`config.mk`:
```
export PLATFORM = sky130hd
export DESIGN_NAME = clock_controller
export DESIGN_NICKNAME = d
export VERILOG_FILES = /design/src/rtl/clock_controller.sv
export SDC_FILE = /design/constraint.sdc
export NUM_CORES = 1
export LEC_CHECK = 0
export ABC_CLOCK_PERIOD_IN_PS = 3420
export CORE_ASPECT_RATIO = 0.75
export CORE_MARGIN = 10
export CORE_UTILIZATION = 59
export DETAILED_ROUTE_END_ITERATION = 10
export GPL_ROUTABILITY_DRIVEN = 0
export MAX_ROUTING_LAYER = met4
export PLACE_DENSITY_LB_ADDON = 0.05
export SETUP_SLACK_MARGIN = 0.05
export SYNTH_ARGS = -nofsm -noshare
export SYNTH_HDL_FRONTEND = slang
export SYNTH_SLANG_ARGS = --single-unit
```
`constraint.sdc`:
```
create_clock -name clock -period 3.42 [get_ports clock]
set_clock_uncertainty 0.2 [all_clocks]
set_input_delay 0.342 -clock clock [delete_from_list [all_inputs] [get_ports clock]]
set_output_delay 0.342 -clock clock [all_outputs]
set_load 0.02 [all_outputs]
```
`src/rtl/clock_controller.sv`:
```
// CPU clock generator for the TD4 mother board: slow/fast free-running rates,
// a debounced single-step button and a halt mode, all from the board clock.
module clock_controller #(
  parameter int HALF_SLOW = 25_000_000,
  parameter int HALF_FAST = 2_500_000,
  parameter int DEBOUNCE  = 1_000_000
) (
  input  logic       clock,
  input  logic       reset,
  input  logic [1:0] mode,
  input  logic       step_button,
  output logic       cpu_clock,
  output logic       cpu_tick,
  output logic [7:0] steps
);

  localparam int MAX_HALF = (HALF_SLOW > HALF_FAST) ? HALF_SLOW : HALF_FAST;
  localparam int MAX_PAR  = (MAX_HALF > DEBOUNCE) ? MAX_HALF : DEBOUNCE;
  localparam int CW       = $clog2(MAX_PAR);

  localparam logic [CW-1:0] SLOW_M1 = CW'(HALF_SLOW - 1);
  localparam logic [CW-1:0] FAST_M1 = CW'(HALF_FAST - 1);
  localparam logic [CW-1:0] DB_M1   = CW'(DEBOUNCE - 1);

  typedef enum logic { ST_LOW, ST_HIGH } state_t;
  typedef enum logic { SRC_AUTO, SRC_MANUAL } src_t;

  logic [1:0]    mode_meta_q, mode_meta_d;
  logic [1:0]    mode_s_q, mode_s_d;
  logic [1:0]    mode_prev_q, mode_prev_d;
  logic          btn_meta_q, btn_meta_d;
  logic          btn_s_q, btn_s_d;
  logic          btn_db_q, btn_db_d;
  logic          btn_db_prev_q, btn_db_prev_d;
  logic [CW-1:0] db_cnt_q, db_cnt_d;
  state_t        state_q, state_d;
  src_t          src_q, src_d;
  logic [CW-1:0] ph_cnt_q, ph_cnt_d;
  logic [CW-1:0] half_m1_q, half_m1_d;
  logic          tick_q, tick_d;
  logic [7:0]    steps_q, steps_d;

  logic          press;
  logic          mode_changed;
  logic          rise;
  logic [CW-1:0] cur_m1;

  always_ff @(posedge clock) begin
    if (!reset) begin
      mode_meta_q   <= 2'b00;
      mode_s_q      <= 2'b00;
      mode_prev_q   <= 2'b00;
      btn_meta_q    <= 1'b0;
      btn_s_q       <= 1'b0;
      btn_db_q      <= 1'b0;
      btn_db_prev_q <= 1'b0;
      db_cnt_q      <= '0;
      state_q       <= ST_LOW;
      src_q         <= SRC_AUTO;
      ph_cnt_q      <= '0;
      half_m1_q     <= '0;
      tick_q        <= 1'b0;
      steps_q       <= 8'd0;
    end else begin
      mode_meta_q   <= mode_meta_d;
      mode_s_q      <= mode_s_d;
      mode_prev_q   <= mode_prev_d;
      btn_meta_q    <= btn_meta_d;
      btn_s_q       <= btn_s_d;
      btn_db_q      <= btn_db_d;
      btn_db_prev_q <= btn_db_prev_d;
      db_cnt_q      <= db_cnt_d;
      state_q       <= state_d;
      src_q         <= src_d;
      ph_cnt_q      <= ph_cnt_d;
      half_m1_q     <= half_m1_d;
      tick_q        <= tick_d;
      steps_q       <= steps_d;
    end
  end

  // Debouncer: btn_db only follows btn_s after DEBOUNCE consecutive differing cycles.
  always_comb begin
    mode_meta_d   = mode;
    mode_s_d      = mode_meta_q;
    mode_prev_d   = mode_s_q;
    btn_meta_d    = step_button;
    btn_s_d       = btn_meta_q;
    btn_db_prev_d = btn_db_q;
    btn_db_d      = btn_db_q;
    db_cnt_d      = '0;
    if (btn_s_q != btn_db_q) begin
      if (db_cnt_q == DB_M1) begin
        btn_db_d = btn_s_q;
      end else begin
        db_cnt_d = db_cnt_q + 1'b1;
      end
    end
  end

  assign press        = btn_db_q & ~btn_db_prev_q;
  assign mode_changed = (mode_s_q != mode_prev_q);
  assign cur_m1       = mode_s_q[0] ? FAST_M1 : SLOW_M1;

  // Mode is only acted on in LOW, so a switch can never shorten a phase in flight.
  always_comb begin
    state_d   = state_q;
    src_d     = src_q;
    ph_cnt_d  = ph_cnt_q;
    half_m1_d = half_m1_q;
    rise      = 1'b0;
    if (state_q == ST_LOW) begin
      if (mode_changed) begin
        ph_cnt_d = '0;
      end else begin
        case (mode_s_q)
          2'b00, 2'b01: begin
            if (ph_cnt_q == cur_m1) begin
              state_d   = ST_HIGH;
              src_d     = SRC_AUTO;
              half_m1_d = cur_m1;
              ph_cnt_d  = '0;
              rise      = 1'b1;
            end else begin
              ph_cnt_d = ph_cnt_q + 1'b1;
            end
          end
          2'b10: begin
            ph_cnt_d = '0;
            if (press) begin
              state_d = ST_HIGH;
              src_d   = SRC_MANUAL;
              rise    = 1'b1;
            end
          end
          default: ph_cnt_d = '0;
        endcase
      end
    end else begin
      if (src_q == SRC_AUTO) begin
        if (ph_cnt_q == half_m1_q) begin
          state_d  = ST_LOW;
          ph_cnt_d = '0;
        end else begin
          ph_cnt_d = ph_cnt_q + 1'b1;
        end
      end else begin
        ph_cnt_d = '0;
        if (!btn_db_q) begin
          state_d = ST_LOW;
        end
      end
    end
  end

  always_comb begin
    tick_d  = rise;
    steps_d = rise ? (steps_q + 8'd1) : steps_q;
  end

  assign cpu_clock = (state_q == ST_HIGH);
  assign cpu_tick  = tick_q;
  assign steps     = steps_q;

endmodule
```
==> results of run 1 <==
power groups by stage:
| stage | clock (mW) | combinational (mW) | sequential, mW |
|---|---|---|---|
| final | 0.695 | 0.0442 | 0.875 |
| after detailed placement | 0 | 0.0452 | 0.895 |
| after CTS | 0.713 | 0.0454 | 0.875 |
| after global routing | 0.751 | 0.0503 | 0.876 |
| after global placement | 0 | 0.0444 | 0.895 |
| after floorplan | 0 | 0.0320 | 0.893 |
metal layers:
layer  part of all wire (%)  wire, um  vias up  GRT usage, %
met1                     50      3130     1164         20.65
met3                    6.6       412        9         5.941
met2                     42      2628       55         21.55
met4                    1.2        77        0         5.100
met5                      0         0        -             -
li1                       -         -     1303             -
registers in the layout, indices dropped and copies added, names as in the netlist:
signal,count
db_cnt_q,25
ph_cnt_q,25
steps,8
half_m1_q,3
mode_meta_q,2
mode_prev_d,2
mode_prev_q,2
btn_db_prev_d,1
btn_db_prev_q,1
btn_meta_q,1
btn_s_q,1
cpu_clock,1
cpu_tick,1
src_q,1
logic make-up after synthesis:
kind of cell | after synthesis | share of synthesized area [%]
muxes | 2 | 0.6199
AOI/OAI and AO/OA | 26 | 5.851
DFF | 74 | 45.87
xor gates and xnor gates | 49 | 13.29
buffers and inverters | 24 | 2.945
and+or+nand+nor | 195 | 30.26
adders and majority gates | 3 | 1.162
worst max-delay path by stage:
stage	endpoint	cells after the start	from	slack [ns]
detailed placement	steps[7]	6	ph_cnt_q[19]	0.74
floorplan	steps[7]	7	ph_cnt_q[19]	1.04
CTS	steps[7]	6	ph_cnt_q[19]	0.72
finish	steps[5]	6	ph_cnt_q[19]	0.71
global placement	steps[7]	5	mode_prev_d[0]	0.80
global route	steps[5]	6	ph_cnt_q[19]	0.49
synthesized netlist by cell type (2+ instances only):
cell type,number,area share (%)
nor3_1,11,1.7
ha_1,3,1.2
nand4_1,20,3.9
or4_1,3,0.70
nor2_1,67,7.8
nor4b_1,2,0.54
clkbuf_1,9,1.0
inv_1,11,1.3
nor2b_1,3,0.58
nand3_1,23,3.6
nor4_1,5,0.97
o21ai_0,6,0.93
mux2i_1,2,0.62
xnor2_1,17,4.6
and2_1,10,1.9
buf_2,4,0.62
and4_1,3,0.81
o31ai_1,2,0.46
or3_1,5,0.97
and3_1,7,1.4
a21oi_1,11,1.7
nand2_1,28,3.3
dfxtp_1,74,46
xor2_1,32,8.7
final cells by class:
| type | count | share of cell area (%) |
|---|---|---|
| Clock buffer | 12 | 4.276 |
| Clock inverter | 4 | 1.345 |
| Inverter | 11 | 1.138 |
| Multi-Input combinational cell | 275 | 45.55 |
| Sequential cell | 74 | 40.83 |
| Tap cell | 75 | 2.586 |
| Timing Repair Buffer | 16 | 4.276 |
metrics by stage:
| step | setup slack (ns) | hold slack [ns] | cell area, sq um |
|---|---|---|---|
| floorplan | 1.044 | 0.2119 | 3229 |
| global placement | 0.7967 | 0.2280 | 3425 |
| detailed placement | 0.7379 | 0.2244 | 3425 |
| CTS | 0.7159 | 0.2421 | 3628 |
| global route | 0.4915 | 0.2574 | 3628 |
| finish | 0.7106 | 0.2325 | 3628 |
==> results_dict.tcl, run 1 <==
set metrics [dict create \
    status "completed" \
    dieArea_sq_mm 0.008864 \
    firstDrtPassIters 4 \
    vias 2531 \
    cts_made_buffers 9 \
    seqPwrFrac_pct 54.2 \
    grt.total_usage_pct 15.72 \
    clk_latency_ns 0.35 \
    ir_worst_vdd_v 0.0002679 \
    cts_tree "done" \
    ys_types 39 \
    clock_sinks 74 \
    cts_max_level 3 \
    io_buffer_count 14 \
    ys_ff_latch 74 \
    worst_slew_pin_slew_ns 0.8186 \
    fin_nets 395 \
    grt_pass1_vias 2426 \
    finalHoldViolations 0 \
    regArea_sq_mm 0.001481 \
    core_area_sq_mm 0.005324 \
    ant_nets 0 \
    syn-cell-area_sq_mm 0.003229 \
    slew_viol_final 0 \
    synthArstFlopShare_pct 0 \
    power.total_mw 1.614 \
    slew_headroom_pct 45.43 \
    die_h_um 84.07 \
    synth_cells 373 \
    holdPathStages 1 \
    cts-root-buf "clkbuf_8" \
    synth_area_per_cell_sq_um 8.658 \
    final_layout_size_suffix_gt1_share_pct 5.867 \
    rsz0062_at_grt "false" \
    multi_input_area_sq_mm 0.001653 \
    p_leak_nw 1.244 \
    worstSetupPathType "register to register" \
    die_w_um 105.4 \
    avgRoutedWirePerCell_um 13.38 \
    p_comb_share_pct 2.7 \
    synth_fp_nets 381 \
    powerDensity_mw_per_mm2 444.9 \
    n_antenna_cell 0 \
    r2r_cells 6 \
    dp.cells 451 \
    fin_util_pct 68.16 \
    final_cells 467 \
    floorplan.initialDensity_pct 60.66 \
    crit_arrival_ns 2.79 \
    grt_max_degree 26 \
    rows 23 \
    critPathCaptureType "register" \
    worst-path-buf-inv 0 \
    synth_edf_count 0 \
    fin_crit_sh_pct 79.22 \
    cts_resized 0 \
    path_clk_slew_ns 0.08 \
    maxCapViolations 0 \
    layout_commonest_cell "dfxtp_1" \
    r2r-start "ph_cnt_q[19]" \
    max_freq_mhz 369.1 \
    cp_cell_sequence "nand3_1 -> or4_4 -> a221oi_4 -> a22oi_2 -> or4_1 -> a21oi_1" \
    max-clock-path-buffers 2 \
    hold_path_end "btn_s_q" \
    grt_overflow_total 0 \
    rrSetupSlack_ns 0.71 \
    synth-main-ff-cell "dfxtp_1" \
    setup_violations 0 \
    wirelength_um 6249 \
    area_growth_pct 12.36 \
    p_int_mw 1.263 \
    post_cts_buffers 0 \
    post-dp-hpwl_um 4387 \
    sw_frac_of_total_pct 21.76 \
    r2r-end "steps[5]" \
    critPathMaxFanout 16 \
    drt-initial-drc-count 106 \
    critPathLaunchType "register" \
    final_cell_mix "dfxtp_1, nor2_1, xor2_1" \
    clkPwrFrac_pct 43.1 \
    min_period_ns 2.709 \
    top_level_ports 15 \
    max_stage_delay_ns 0.56 \
    fillers 463 \
    crit_family "simple AND/OR/NAND/NOR gates" \
    setup_tns_ns 0 \
    ys_seq_area_share_pct 45.87 \
    min_path_type "register to register" \
    cpMaxStageDelayCell "or4_1" \
    crit_required_ns 3.50 \
    cts_hold_buffers 0 \
    ys_warn_count 0 \
    antenna_found_initial 0 \
    p_switching_mw 0.3513 \
    min_from "btn_meta_q" \
    grt_pass1_wl_um 11240 \
    vias_per_cell 5.420 \
    drt_drc_violations_left 0 \
]
No activity file was read; power rests on OpenSTA's default activity.
==> run 2: changes to the inputs <==
--- a/config.mk
+++ b/config.mk
@@ -5,7 +5,7 @@
 export SDC_FILE = /design/constraint.sdc
 export NUM_CORES = 1
 export LEC_CHECK = 0
-export ABC_CLOCK_PERIOD_IN_PS = 3420
+export ABC_CLOCK_PERIOD_IN_PS = 2700
 export CORE_ASPECT_RATIO = 0.75
 export CORE_MARGIN = 10
 export CORE_UTILIZATION = 59
==> constraint.sdc (replaced) <==
create_clock -name clock -period 2.7 [get_ports clock]
set_clock_uncertainty 0.2 [all_clocks]
set_input_delay 0.27 -clock clock [delete_from_list [all_inputs] [get_ports clock]]
set_output_delay 0.27 -clock clock [all_outputs]
set_load 0.02 [all_outputs]
==> run 2 against run 1 <==
  * Power is 32% higher
  * Clock-buffer cell count stayed put
  * Sequential share of layout area is 1.5 points lower
  * First-iteration DRC count is 6.6% lower
  * Largest power group unchanged
  * Flip-flop and latch count stayed put
  * Register-to-register slack worse by 0.49 ns
  * Global-route usage is 0.82 points lower
  * Die area stayed put
  * Core utilization is 2.6 points higher
  * Clock power is 39% higher
==> results_dict.tcl, run 2 (synthesis results as in run 1) <==
set metrics [dict create \
    top_level_ports 15 \
    grt_pass1_wl_um 10750 \
    die_w_um 105.4 \
    top_usage_layer "met1" \
    maxCapViolations 0 \
    die_h_um 84.07 \
    clock_sinks 74 \
    vias 2595 \
    grt_util_met3_pct 6.096 \
    slew_viol_final 0 \
    rows 23 \
    power.total_mw 2.136 \
    ant_nets 0 \
    firstDrtPassIters 5 \
    dp_slack_ns 0.2211 \
    critPathCaptureType "register" \
    cts_tree "done" \
    fin_nets 408 \
    antenna_found_initial 0 \
    wirelength_um 6358 \
    status "completed" \
    cts_made_buffers 9 \
    cts-root-buf "clkbuf_8" \
    slew_headroom_pct 66.94 \
    grt_pass1_vias 2298 \
    avgRoutedWirePerCell_um 13.25 \
    crit_required_ns 2.73 \
    final_layout_size_suffix_gt1_share_pct 9.136 \
    dp.cells 462 \
    finalHoldViolations 0 \
    whs_ns 0.2400 \
    io_buffer_count 14 \
    cts_max_level 3 \
    layout_commonest_cell "dfxtp_1" \
    cts_hold_buffers 0 \
    setup_tns_ns 0 \
    rsz0062_at_grt "false" \
    max-clock-path-buffers 2 \
    critPathLaunchType "register" \
    critPathMaxFanout 25 \
    area_growth_pct 16.62 \
    grt_overflow_total 0 \
    grt.total_usage_pct 14.91 \
    min_path_type "register to register" \
    gr-usage-met2_pct 20.08 \
    max_freq_mhz 402.6 \
    fin_crit_sh_pct 91.99 \
    final_cells 480 \
    postLayoutSetupSlackWorst_ns 0.2162 \
    path_clk_slew_ns 0.08 \
    final_cell_mix "dfxtp_1, nor2_1, xor2_1" \
    clk_latency_ns 0.34 \
    core_area_sq_mm 0.005324 \
    fin_area_sq_mm 0.003766 \
    fin_util_pct 70.74 \
    n_antenna_cell 0 \
    min_period_ns 2.484 \
    post-dp-hpwl_um 4414 \
    floorplan.initialDensity_pct 60.66 \
    dieArea_sq_mm 0.008864 \
    fillers 426 \
    gr-usage-met1_pct 20.13 \
    drt-initial-drc-count 99 \
    worst_slew_pin_slew_ns 0.4914 \
    setup_violations 0 \
    vias_per_cell 5.406 \
    ir_worst_vdd_v 0.0003971 \
    powerDensity_mw_per_mm2 567.1 \
    place_area_sq_mm 0.003520 \
    crit_arrival_ns 2.52 \
    p_leak_nw 1.323 \
    worstSetupPathType "register to register" \
    grt_max_degree 26 \
    drt_drc_violations_left 0 \
]
==> run 2: critical path, stage by stage, from the launching register on <==
cell and delay [ns]:
dfxtp_1 0.44, nand3_1 0.15, or4_1 0.53, a221oi_1 0.38, nand2_1 0.12, a41oi_2 0.28
buf_12 0.21, nor2_1 0.07
==> run 2: power breakdown <==
| group | internal, mW | switching (mW) | total [mW] |
|---|---|---|---|
| clock | 0.571 | 0.393 | 0.964 |
| sequential | 1.10 | 0.00820 | 1.11 |
| combinational | 0.0263 | 0.0370 | 0.0632 |
| total | 1.70 | 0.438 | 2.14 |
==> run 2: final timing paths <==
| path | endpoint | slack [ns] | from | cells past startpoint |
|---|---|---|---|---|
| worst max register to register | ph_cnt_q[2] | 0.22 | ph_cnt_q[19] | 7 |
| worst max-delay path | ph_cnt_q[2] | 0.22 | ph_cnt_q[19] | 7 |
| worst min register to register | mode_prev_d[0] | 0.24 | mode_meta_q[0] | 1 |
| worst min-delay path | mode_prev_d[0] | 0.24 | mode_meta_q[0] | 1 |
==> run 2: repair_timing <==
| action | CTS | global route |
|---|---|---|
| endpoints found under the setup margin | 0 | 3 |
| hold endpoints to repair | 0 | 0 |
| setup buffers | 0 | 2 |
| resized for setup | 0 | 1 |
==> run 2: area by class of cell <==
type / instances / area, sq um / share of cell area [%]
Inverter: 11 / 41.29 / 1.096
Clock inverter: 4 / 73.82 / 1.960
Sequential cell: 74 / 1481 / 39.34
Clock buffer: 12 / 155.1 / 4.120
Tap cell: 75 / 93.84 / 2.492
Timing Repair Buffer: 29 / 265.3 / 7.043
Multi-Input combinational cell: 275 / 1655 / 43.95
==> run 2: per-layer routing <==
layer	vias up	part of all wire (%)
li1	1329	-
met1	1204	51
met2	60	42
met3	2	6.6
met4	0	0.42
met5	-	0
